--- config.mk ---
export PLATFORM = sky130hd
export DESIGN_NAME = first_down_counter
export DESIGN_NICKNAME = d
export VERILOG_FILES = /design/src/rtl/first_counter_pkg.sv /design/src/rtl/counter_sticky_flag.sv /design/src/rtl/first_down_counter.sv
export SDC_FILE = /design/constraint.sdc
export NUM_CORES = 1
export LEC_CHECK = 0
export BUFFER_PORTS_ARGS = -buffer_cell sky130_fd_sc_hd__clkbuf_2
export CORE_UTILIZATION = 35
export DETAILED_ROUTE_END_ITERATION = 8
export PLACE_DENSITY_LB_ADDON = 0.3
export SLEW_MARGIN = 15
export SYNTH_ARGS = -nofsm -noshare
export SYNTH_HDL_FRONTEND = slang
export SYNTH_SLANG_ARGS = --single-unit
--- constraint.sdc ---
create_clock -name clk -period 1.85 [get_ports clk]
set_clock_uncertainty 0.15 [all_clocks]
set_input_delay 0.185 -clock clk [delete_from_list [all_inputs] [get_ports clk]]
set_output_delay 0.185 -clock clk [all_outputs]
set_load 0.005 [all_outputs]
--- src/rtl/first_counter_pkg.sv ---
// Shared constants for the first_* counter family (up-counter and down-counter).
package first_counter_pkg;

  localparam int DEFAULT_WIDTH = 4;

  localparam logic [0:0] ST_RUN  = 1'b0;
  localparam logic [0:0] ST_HALT = 1'b1;

  localparam logic [DEFAULT_WIDTH-1:0] COUNT_MAX = {DEFAULT_WIDTH{1'b1}};

endpackage : first_counter_pkg

--- src/rtl/counter_sticky_flag.sv ---
// Sticky 1-bit flag with synchronous active-low reset; set beats clear.
module counter_sticky_flag (
  input  logic clk,
  input  logic reset_n,
  input  logic set,
  input  logic clr,
  output logic flag_out
);

  logic flag_d;
  logic flag_q;

  // next-state: set has priority over clear
  always_comb begin
    flag_d = flag_q;
    if (set) begin
      flag_d = 1'b1;
    end else if (clr) begin
      flag_d = 1'b0;
    end else begin
      flag_d = flag_q;
    end
  end

  // flag register
  always_ff @(posedge clk) begin
    if (!reset_n) begin
      flag_q <= 1'b0;
    end else begin
      flag_q <= flag_d;
    end
  end

  assign flag_out = flag_q;

endmodule : counter_sticky_flag

--- src/rtl/first_down_counter.sv ---
// Loadable down-counter with one-shot / auto-reload modes, terminal-count pulse
// and sticky underflow flag.
module first_down_counter
  import first_counter_pkg::*;
#(
  parameter int WIDTH = DEFAULT_WIDTH
) (
  input  logic             clk,
  input  logic             reset_n,
  input  logic             enable,
  input  logic             load,
  input  logic [WIDTH-1:0] load_value,
  input  logic             auto_reload,
  input  logic             clear_flag,
  output logic [WIDTH-1:0] counter_out,
  output logic             tc_pulse,
  output logic             underflow_out,
  output logic             running_out
);

  localparam logic [WIDTH-1:0] CNT_ONES = {WIDTH{1'b1}};
  localparam logic [WIDTH-1:0] CNT_ZERO = {WIDTH{1'b0}};
  localparam logic [WIDTH-1:0] CNT_ONE  = {{(WIDTH-1){1'b0}}, 1'b1};

  logic [WIDTH-1:0] cnt_d;
  logic [WIDTH-1:0] cnt_q;
  logic [WIDTH-1:0] reload_d;
  logic [WIDTH-1:0] reload_q;
  logic [0:0]       state_d;
  logic [0:0]       state_q;
  logic             tc_d;
  logic             tc_q;
  logic             event_s;

  // next-state: load beats decrement; reaching zero replaces the wrap with an event
  always_comb begin
    cnt_d    = cnt_q;
    reload_d = reload_q;
    state_d  = state_q;
    event_s  = 1'b0;
    if (load) begin
      cnt_d    = load_value;
      reload_d = load_value;
      state_d  = ST_RUN;
    end else begin
      case (state_q)
        ST_RUN: begin
          if (enable) begin
            if (cnt_q == CNT_ZERO) begin
              event_s = 1'b1;
              if (auto_reload) begin
                cnt_d = reload_q;
              end else begin
                state_d = ST_HALT;
              end
            end else begin
              cnt_d = cnt_q - CNT_ONE;
            end
          end else begin
            cnt_d = cnt_q;
          end
        end
        ST_HALT: begin
          cnt_d = cnt_q;
        end
        default: begin
          state_d = ST_RUN;
        end
      endcase
    end
    tc_d = event_s;
  end

  // counter, reload, state and terminal-count registers
  always_ff @(posedge clk) begin
    if (!reset_n) begin
      cnt_q    <= CNT_ONES;
      reload_q <= CNT_ONES;
      state_q  <= ST_RUN;
      tc_q     <= 1'b0;
    end else begin
      cnt_q    <= cnt_d;
      reload_q <= reload_d;
      state_q  <= state_d;
      tc_q     <= tc_d;
    end
  end

  counter_sticky_flag u_underflow_flag (
    .clk      (clk),
    .reset_n  (reset_n),
    .set      (event_s),
    .clr      (clear_flag),
    .flag_out (underflow_out)
  );

  assign counter_out = cnt_q;
  assign tc_pulse    = tc_q;
  assign running_out = (state_q == ST_RUN);

endmodule : first_down_counter

==> impl_metrics.yaml <==
cts:
  clock_tree.root_cell: "clkbuf_4"
  htree_num_levels: 1
  path_clk_slew_ns: 0.07
  clkLatencyLatePin_ns: 0.27
  cts.sinks: 11
  cts_tree: "yes"
  cts_buffers: 3
  post_cts_buffers: 0
  cts_buffer_depth: 2
min_path:
  hold_path_class: "input port to flip-flop"
  hold_depth: 3
  min-delay-start: "load_value[2]"
  hold_end: "reload_q[2]$_SDFFE_PN1P_"
logic_synthesis:
  synthesis.nets: 75
  netlist_area_um2: 552
  synth.distinct_cells: 30
  syn_inst: 64
  synth-seq-area-share: 0.399
  ys_warn_count: 0
  ys_seq_elements: 11
  avgSynthCellArea_um2: 8.62
critical_path:
  critPathKind: "flip-flop to flip-flop"
  timing.rr.start: "counter_out[0]$_SDFFE_PN1P_"
  end_kind: "flip-flop"
  critPathRequiredTime_ns: 1.91
  rr_worst_depth: 5
  rrSetupSlack_ns: 0.11
  r2r_end: "state_q$_SDFF_PP0_"
  critPathMaxFanout: 6
  cp-start-kind: "flip-flop"
  cp.arrival_ns: 1.80
drt:
  drt-pass1-iter-count: 4
  num_vias: 550
  drt_iter0_drc: 5
  wl_mm: 1.22
  ant_nets: 0
  avgViaCountPerCell: 5.45
  drt-wirelength-per-cell_um: 12.0
  drc: 0
power:
  p_comb_frac: 0.150
  power.density_nw_per_um2: 709
  p_clk_frac: 0.332
  p_leak_uw: 0.000340
  p_sw_frac: 0.261
  p_seq_frac: 0.518
  p_sw_uw: 131
  p_int_uw: 370
  total_power_uw: 501
  peakVddDrop_mv: 0.320
placed_design:
  hpwl_um: 921
  dpl-instance-area_um2: 668
  numPortBuffers: 16
  gp_congestion: 0.808
timing:
  fmax_mhz: 576
  hold_viol: 0
  setup_viol: 0
  tightest_slew_ns: 0.260
  fin_crit_sh: 0.939
  drv_slew: 0
  tns_ns: 0
  rsz0062_at_grt: "false"
  slew_headroom: 0.824
  min_period_ns: 1.74
flow_run:
  maxCapViolCount: 0
status:
  status: "completed"
global_routing:
  grt_use_total: 0.167
  grt.overflow.total: 0
  grt_pass1_vias: 500
  grt_pass1_wl_mm: 2.21
  grt_antenna_before_repair: 0
  grt_max_degree: 13
final_layout:
  area_growth_pct: 28.1
  antenna_cells: 0
  fin_nets: 98
  fin_area_um2: 707
  drive_gt1_frac: 0.279
die:
  pin_count: 17
  die_area_um2: 1740
  start_util: 0.399
  die_x_um: 41.7
  row_count: 13
  coreArea_um2: 1380
  die_h_um: 41.7
## critical path, stage by stage (launching register included)
cell and delay (ns):
dfxtp_1 0.34, inv_1 0.09, ha_1 0.17, or3b_4 0.43, or3b_1 0.36, a21oi_1 0.14
## synth_stat cells (all sizes together)
library cell  number  share of area
dfxtp             11           0.40
inv                8          0.054
o21ai              5          0.045
nor2               4          0.027
o211ai             4          0.054
nor2b              3          0.034
a21boi             2          0.027
a21oi              2          0.018
clkbuf             2          0.014
mux2i              2          0.036
nand2b             2          0.023
or3b               2          0.032
a211o              1          0.016
a31oi              1          0.011
and2               1          0.011
buf                1         0.0091
ha                 1          0.023
nand2              1         0.0068
nand3b             1          0.014
nor3               1         0.0091
nor4b              1          0.016
o21bai             1          0.014
o221ai             1          0.016
o311a              1          0.018
o311ai             1          0.016
o31a               1          0.016
o32ai              1          0.016
or2b               1          0.014
or3                1          0.011
## per-stage QoR
stage	util	cells	hold slack [ns]	setup WS (ns)
2_1_floorplan	-	64	0.111	0.0832
3_3_place_gp	0.483	96	0.263	0.114
3_5_place_dp	0.483	96	0.275	0.0569
4_1_cts	0.510	101	0.0259	0.0382
5_1_grt	0.511	101	0.0669	0.00379
6_report	0.511	101	0.0347	0.113
## layout make-up
type	instances	area, um^2
inverter	8	30.0
multi-input combinational	42	292
fill	131	676
timing repair buffer	21	120
clock buffer	4	26.3
tap	15	18.8
sequential	11	220
## repair_timing
item	4_1_cts	5_1_grt
endpoints found under the hold margin	1	0
resized for setup	0	1
endpoints found under the setup margin	0	2
hold buffers	1	0
## worst max path at each step
stage / cells past startpoint / from / slack [ns] / to
6_report: 5 / counter_out[0]$_SDFFE_PN1P_ / 0.11 / state_q$_SDFF_PP0_
5_1_grt: 5 / counter_out[0]$_SDFFE_PN1P_ / 0.004 / counter_out[0]$_SDFFE_PN1P_
3_3_place_gp: 5 / counter_out[0]$_SDFFE_PN1P_ / 0.11 / state_q$_SDFF_PP0_
3_5_place_dp: 5 / counter_out[0]$_SDFFE_PN1P_ / 0.06 / state_q$_SDFF_PP0_
2_1_floorplan: 6 / counter_out[0]$_SDFFE_PN1P_ / 0.08 / state_q$_SDFF_PP0_
4_1_cts: 5 / counter_out[0]$_SDFFE_PN1P_ / 0.04 / state_q$_SDFF_PP0_
## power by group through the flow
stage,logic [uW],clock network [uW],registers [uW]
after floorplan,39.3,0,265
after global placement,72.4,0,265
after detailed placement,72.8,0,265
after CTS,74.9,174,259
after global routing,86.0,187,261
final,75.0,167,260
## kinds of logic (layout without fill, tap and decap cells)
group	count (synthesis)	in the layout	share of synthesized area
compound gates	21	21	0.268
simple gates	18	18	0.197
flops	11	11	0.399
buf+inv	11	33	0.0771
mux	2	2	0.0363
fa+ha+maj	1	1	0.0227
## state kept, by name, summed over array words and instances (netlist names)
name and cells:
state_q 1, tc_pulse 1, reload_q 4, counter_out 4, u_underflow_flag.flag_out 1
## cell usage in the layout (no fill, tap or decap), drive strengths merged, types with 2 or more instances in the layout
cell	n
nor2	4
nor2b	3
nand2b	2
a21oi	2
o21ai	5
inv	8
dfxtp	11
a21boi	2
o211ai	4
buf	4
mux2i	2
clkbuf	20
or3b	2
## per-layer routing
layer,global-route usage,up-vias,part of all wire
met2,0.228,17,0.43
met1,0.232,256,0.50
met3,0.0304,4,0.043
met4,0.116,0,0.025
li1,-,273,-
met5,0,-,0
Power figures use the tool's default switching activity.
